## src/rtl/uart_pkg.sv

```systemverilog
// Shared types and default timing constants for the UART transmit scheduler.
package uart_pkg;

  localparam int CLK_FREQ  = 1_000_000;
  localparam int BAUD_RATE = 9600;

  // One period of the transmitter's slow baud clock, measured in clk cycles.
  localparam int BAUD_CLK_PERIOD = 2 * (CLK_FREQ / BAUD_RATE / 2 + 1);

  // newd is held a few cycles past one baud period so the slow clock always samples it.
  localparam int DEF_HOLD_CYCLES = BAUD_CLK_PERIOD + 4;

  // Generous bound covering several 10-bit frames at the default baud rate.
  localparam int DEF_TIMEOUT = 4096;

  typedef enum logic [1:0] {
    IDLE      = 2'd0,
    LOAD      = 2'd1,
    WAIT_DONE = 2'd2,
    RELEASE   = 2'd3
  } sched_state_t;

  function automatic int max_int(input int a, input int b);
    return (a > b) ? a : b;
  endfunction

endpackage

```

## src/rtl/uart_rr_pick.sv

```systemverilog
// Combinational round-robin picker: first set request at or after ptr, wrapping at NREQ-1.
module uart_rr_pick #(
  parameter int NREQ = 4
) (
  input  logic [NREQ-1:0]         req,
  input  logic [$clog2(NREQ)-1:0] ptr,
  output logic                    found,
  output logic [$clog2(NREQ)-1:0] idx
);

  localparam int PW = $clog2(NREQ);

  logic [PW:0] cand;

  // NOTE: every output of a combinational block gets a default first, so no path
  // leaves a value unassigned and no latch is inferred.
  always_comb begin
    found = 1'b0;
    idx   = '0;
    cand  = '0;
    // Scan from the farthest offset back toward ptr so the nearest hit is written last.
    for (int off = NREQ - 1; off >= 0; off--) begin
      cand = {1'b0, ptr} + (PW + 1)'(off);
      if (cand >= (PW + 1)'(NREQ)) begin
        cand = cand - (PW + 1)'(NREQ);
      end
      if (req[cand[PW-1:0]]) begin
        found = 1'b1;
        idx   = cand[PW-1:0];
      end
    end
  end

endmodule

```

## src/rtl/uart_tx_sched.sv

```systemverilog
// Round-robin scheduler sharing one uarttx among NREQ byte producers: holds newd for
// HOLD_CYCLES, then waits for a fresh donetx edge (or TIMEOUT) before the next grant.
module uart_tx_sched
  import uart_pkg::*;
#(
  parameter int NREQ        = 4,
  parameter int HOLD_CYCLES = DEF_HOLD_CYCLES,
  parameter int TIMEOUT     = DEF_TIMEOUT
) (
  input  logic                    clk,
  input  logic                    rst,
  input  logic [NREQ-1:0]         req,
  input  logic [NREQ*8-1:0]       req_data,
  output logic [NREQ-1:0]         grant,
  output logic                    tx_newd,
  output logic [7:0]              tx_data,
  input  logic                    tx_done,
  output logic [$clog2(NREQ)-1:0] owner,
  output logic                    busy,
  output logic                    sent,
  output logic                    timeout_err
);

  localparam int PW    = $clog2(NREQ);
  localparam int CNT_W = $clog2(max_int(HOLD_CYCLES, TIMEOUT));

  localparam logic [CNT_W-1:0] HOLD_LAST = CNT_W'(HOLD_CYCLES - 1);
  localparam logic [CNT_W-1:0] TMO_LAST  = CNT_W'(TIMEOUT - 1);
  localparam logic [PW-1:0]    LAST_REQ  = PW'(NREQ - 1);

  sched_state_t state_q, state_d;

  logic [PW-1:0]    ptr_q, ptr_d;
  logic [PW-1:0]    owner_q, owner_d;
  logic [7:0]       data_q, data_d;
  logic [CNT_W-1:0] cnt_q, cnt_d;
  logic             to_q, to_d;
  logic             sent_q, sent_d;
  logic             terr_q, terr_d;
  logic             done_q;

  logic                   pick_found;
  logic [PW-1:0]          pick_idx;
  logic [NREQ-1:0][7:0]   req_bytes;
  logic                   done_edge;

  assign req_bytes = req_data;
  assign done_edge = tx_done & ~done_q;

  uart_rr_pick #(
    .NREQ (NREQ)
  ) u_pick (
    .req   (req),
    .ptr   (ptr_q),
    .found (pick_found),
    .idx   (pick_idx)
  );

  always_comb begin
    state_d = state_q;
    ptr_d   = ptr_q;
    owner_d = owner_q;
    data_d  = data_q;
    cnt_d   = cnt_q;
    to_d    = to_q;
    sent_d  = 1'b0;
    terr_d  = 1'b0;
    grant   = '0;
    tx_newd = 1'b0;

    unique case (state_q)
      IDLE: begin
        if (pick_found) begin
          owner_d = pick_idx;
          data_d  = req_bytes[pick_idx];
          cnt_d   = '0;
          to_d    = 1'b0;
          state_d = LOAD;
        end
      end

      LOAD: begin
        tx_newd = 1'b1;
        if (cnt_q == '0) begin
          grant[owner_q] = 1'b1;
        end
        if (cnt_q == HOLD_LAST) begin
          cnt_d   = '0;
          state_d = WAIT_DONE;
        end else begin
          cnt_d = cnt_q + CNT_W'(1);
        end
      end

      WAIT_DONE: begin
        cnt_d = cnt_q + CNT_W'(1);
        // A fresh edge wins over an expiry landing in the same cycle.
        if (done_edge) begin
          state_d = RELEASE;
        end else if (cnt_q == TMO_LAST) begin
          to_d    = 1'b1;
          state_d = RELEASE;
        end
      end

      RELEASE: begin
        sent_d  = ~to_q;
        terr_d  = to_q;
        ptr_d   = (owner_q == LAST_REQ) ? '0 : owner_q + PW'(1);
        state_d = IDLE;
      end

      default: begin
        state_d = IDLE;
      end
    endcase
  end

  // NOTE: state registers use non-blocking assignments so every flop samples the
  // values from before the edge, independent of statement order.
  always_ff @(posedge clk) begin
    if (rst) begin
      state_q <= IDLE;
      ptr_q   <= '0;
      owner_q <= '0;
      data_q  <= 8'h00;
      cnt_q   <= '0;
      to_q    <= 1'b0;
      sent_q  <= 1'b0;
      terr_q  <= 1'b0;
      done_q  <= 1'b0;
    end else begin
      state_q <= state_d;
      ptr_q   <= ptr_d;
      owner_q <= owner_d;
      data_q  <= data_d;
      cnt_q   <= cnt_d;
      to_q    <= to_d;
      sent_q  <= sent_d;
      terr_q  <= terr_d;
      done_q  <= tx_done;
    end
  end

  assign tx_data     = data_q;
  assign owner       = owner_q;
  assign busy        = (state_q != IDLE);
  assign sent        = sent_q;
  assign timeout_err = terr_q;

endmodule

```

## config.mk

```make
export PLATFORM = sky130hd
export DESIGN_NAME = uart_tx_sched
export DESIGN_NICKNAME = d
export VERILOG_FILES = /design/src/rtl/uart_pkg.sv /design/src/rtl/uart_rr_pick.sv /design/src/rtl/uart_tx_sched.sv
export SDC_FILE = /design/constraint.sdc
export NUM_CORES = 1
export LEC_CHECK = 0
export CAP_MARGIN = 20
export CORE_MARGIN = 3
export CORE_UTILIZATION = 41
export DETAILED_ROUTE_END_ITERATION = 7
export HOLD_SLACK_MARGIN = 0.08
export PLACE_DENSITY = 0.76
export SLEW_MARGIN = 15
export SYNTH_ARGS = -nofsm -noshare
export SYNTH_HDL_FRONTEND = slang
export SYNTH_SLANG_ARGS = --single-unit
```

## constraint.sdc

```tcl
create_clock -name clk -period 2 [get_ports clk]
set_clock_uncertainty 0.2 [all_clocks]
set_input_delay 0.4 -clock clk [delete_from_list [all_inputs] [get_ports clk]]
set_output_delay 0.4 -clock clk [all_outputs]
set_load 0.02 [all_outputs]
```

==> results of run 1 <==
## area by class of cell
| cell class | count | area [um^2] |
|---|---|---|
| Timing Repair Buffer | 93 | 866 |
| Multi-Input combinational cell | 139 | 1130 |
| Sequential cell | 30 | 601 |
| Tap cell | 48 | 60.1 |
| Inverter | 15 | 56.3 |
| Clock buffer | 8 | 110 |
| Fill cell | 290 | 1030 |
## worst register-to-register path: stages, from the launching register on
cell,delay [ns]
dfxtp_1,0.31
or4_4,0.55
buf_4,0.15
buf_6,0.11
o41ai_4,0.34
buf_4,0.18
a221o_2,0.23
nor2_1,0.06
## how the worst max path moves through the flow
stage                to  slack, ns  depth (start not counted)
6_report       grant[2]      -0.25                          4
5_1_grt        grant[2]      -0.34                          4
4_1_cts        grant[1]      -0.28                          4
3_5_place_dp   grant[1]      -0.56                          4
3_3_place_gp   grant[1]      -0.51                          4
2_1_floorplan  grant[0]       0.03                          3
## cell families (layout without fill, tap and decap cells)
family	count (synthesis)	count (layout)	synth area share (%)
DFF	30	30	34.8
xor gates and xnor gates	11	11	5.58
muxes	21	21	12.2
buffers and inverters	21	116	5.00
and+or+nand+nor	68	68	20.4
AOI/OAI and AO/OA	26	27	13.4
adders and majority gates	12	12	8.70
## through the flow
step,util [%],cells,worst slack (ns),power (mW)
floorplan,-,189,0.0276,1.39
global placement,67.5,321,-0.514,1.93
detailed placement,67.5,321,-0.558,1.95
CTS,71.6,331,-0.284,2.58
global route,73.3,333,-0.343,2.84
finish,73.3,333,-0.254,2.67
## power groups by stage
| stage | Combinational, mW | Sequential (mW) | Clock, mW |
|---|---|---|---|
| after global placement | 1.18 | 0.748 | 0 |
| after floorplan | 0.555 | 0.834 | 0 |
| after CTS | 1.26 | 0.740 | 0.578 |
| after global routing | 1.47 | 0.751 | 0.618 |
| after detailed placement | 1.20 | 0.752 | 0 |
| final | 1.37 | 0.740 | 0.564 |
## metal layers
layer	up-vias	track usage [%]	part of all wire, %	wire, um
li1	859	-	-	-
met1	777	23.1	43	2000
met2	55	32.6	50	2310
met3	8	5.68	5.6	257
met4	0	5.01	0.80	37
met5	-	0	0	0
## state kept, by name (all words and copies together), names as in the netlist
name         flops
sent             1
tx_data          8
ptr_q            2
owner            2
timeout_err      1
done_q           1
state_q          2
to_q             1
cnt_q           12
## Yosys cell counts (2+ instances only)
cell	number	area share, %
nand4_1	5	1.8
mux2i_1	21	12
xnor2_1	3	1.5
nor2_1	21	4.6
a21oi_1	4	1.2
and3_1	2	0.72
buf_4	2	0.87
a21oi_2	2	1.0
xor2_1	8	4.1
nand2b_1	4	1.4
o21ai_0	2	0.58
nand2_1	14	3.0
ha_1	12	8.7
o221ai_1	8	4.1
and2_1	5	1.8
nor3_1	2	0.58
nor4_1	2	0.72
nand3_1	6	1.7
inv_1	15	3.3
clkbuf_1	3	0.65
dfxtp_1	30	35
a211oi_1	3	1.3
## repair_timing
item | CTS | global route
gates resized for setup | 37 | 15
pin swaps | 8 | 11
gates cloned | 1 | 0
setup endpoints to repair | 29 | 27
buffers inserted | 1 | 2
==> run summary, run 1 <==
Post-CTS Hold Fix Bufs: 0
Initial antenna violation count: 0
Switch Pwr: 944 uW
Worst skew pair latency: 0.28 ns
Number of H-tree levels: 2
Post-synthesis register bit count: 30
Share of layout cells above drive strength 1: 26.7%
Area grow syn2layout: 63.6%
Congestion Overflow GR: 0
Initial DRC count: 70
Clk slew on worst S/H paths: 0.06 ns
Distinct cells, synth: 37
Async SR Flop Fraction: 0%
Hold slack final: 0.253 ns
CP Class: register to output pin
Via/cell ratio: 5.10
PortBufs: 56
Die height: 70.9 um
Post-Place Cell Area: 2600 um^2
RSZ-0062 raised after global routing: yes
R2r worst-path depth: 7
Max cap viols: 0
Syn Nets: 240
HP Class: register to register
CP peak stage delay: 0.55 ns
Avg WL per Cell: 13.8 um
Hold EP: sent$_SDFF_PP0_
CTS root buf: clkbuf_8
# diodes: 0
Startpoint Class: register
# DRC: 0
Number of synthesis warnings: 0
Reg power frac: 27.7%
I/O Pins: 57
Sw Ratio: 35.4%
Cell internal pwr: 1.72 mW
CTS tree: done
Clk sinks: 30
Nets: 335
Max Fclk: 444 MHz
Final setup viols: 18
Failing checks: negative setup slack
# rows: 22
Worst slew margin: 74.9%
Final period utilization: 113%
Post-Layout Inst Area: 2830 um^2
DRT antenna net count: 0
Critical Path, Cell by Cell: or4_4, nor3_4, and2_2, buf_4
Final number of hold-violating endpoints: 0
Largest net degree at the start of global routing: 18
Reg-to-reg slack, setup: -0.24 ns
GRT Total Usage: 19.0%
Leakage: 1.17 nW
Via count: 1699
Final HPWL DP: 3.31 mm
Hold path start: to_q$_SDFFE_PP0P_
Gate power share: 51.2%
Arrival @ worst endpoint: 1.65 ns
First-pass GRT wire length: 7.60 mm
Outcome: finished with violations
Post-synth EDFFs: 0
Final Max Tran Viols: 0
Core Area: 3850 um^2
CTS max path bufs: 2
RePlAce Congestion: 0.757
CTS buffer count: 5
Critical path endpoint category: output pin
Syn avg cell area: 9.14 um^2
Seq/Total Area, Yosys: 34.8%
CP max FO: 4
CP startpoint: cnt_q[9]$_SDFFE_PP0P_
Total Routed Length: 4.61 mm
Post-synthesis cell count: 189
Die X: 70.9 um
Worst Hold Depth: 1
Die area: 5030 um^2
PwrDens: 945 nW/um^2
Final WS setup: -0.254 ns
Reg-to-Reg Start: cnt_q[9]$_SDFFE_PP0P_
Buf/Inv on CP: 1
CP required: 1.40 ns
Reg-to-reg endpoint: cnt_q[2]$_SDFFE_PP0P_
Vias in the first global route: 1639
Sum of negative setup slack: -3.66 ns
Commonest non-fill, non-tap cell in the layout: clkdlybuf4s50_1
VDD IR-drop max: 0.612 mV
CP top delay family: simple AND/OR/NAND/NOR gates
CP max stage cell: or4_4
Fin crit period: 2.25 ns
Pre-antenna DRT Iters: 5
Clock power share: 21.1%
Top FF cell, synth: dfxtp_1
Synthesized area: 1730 um^2
Most frequent cells in the layout: clkdlybuf4s50_1 (45), buf_4 (35), dfxtp_1 (30)
Worst-margin pin slew: 0.374 ns
Starting density of the core: 44.8%
Power figures use the tool's default switching activity.
==> run 2: changes to the inputs <==
--- a/config.mk
+++ b/config.mk
@@ -8,6 +8,7 @@
 export CAP_MARGIN = 20
 export CORE_MARGIN = 3
 export CORE_UTILIZATION = 41
+export CTS_CLUSTER_DIAMETER = 30
 export DETAILED_ROUTE_END_ITERATION = 7
 export HOLD_SLACK_MARGIN = 0.08
 export PLACE_DENSITY = 0.76
==> results of run 2 <==
Final layout, timing and power as in run 1 (identical DEF).
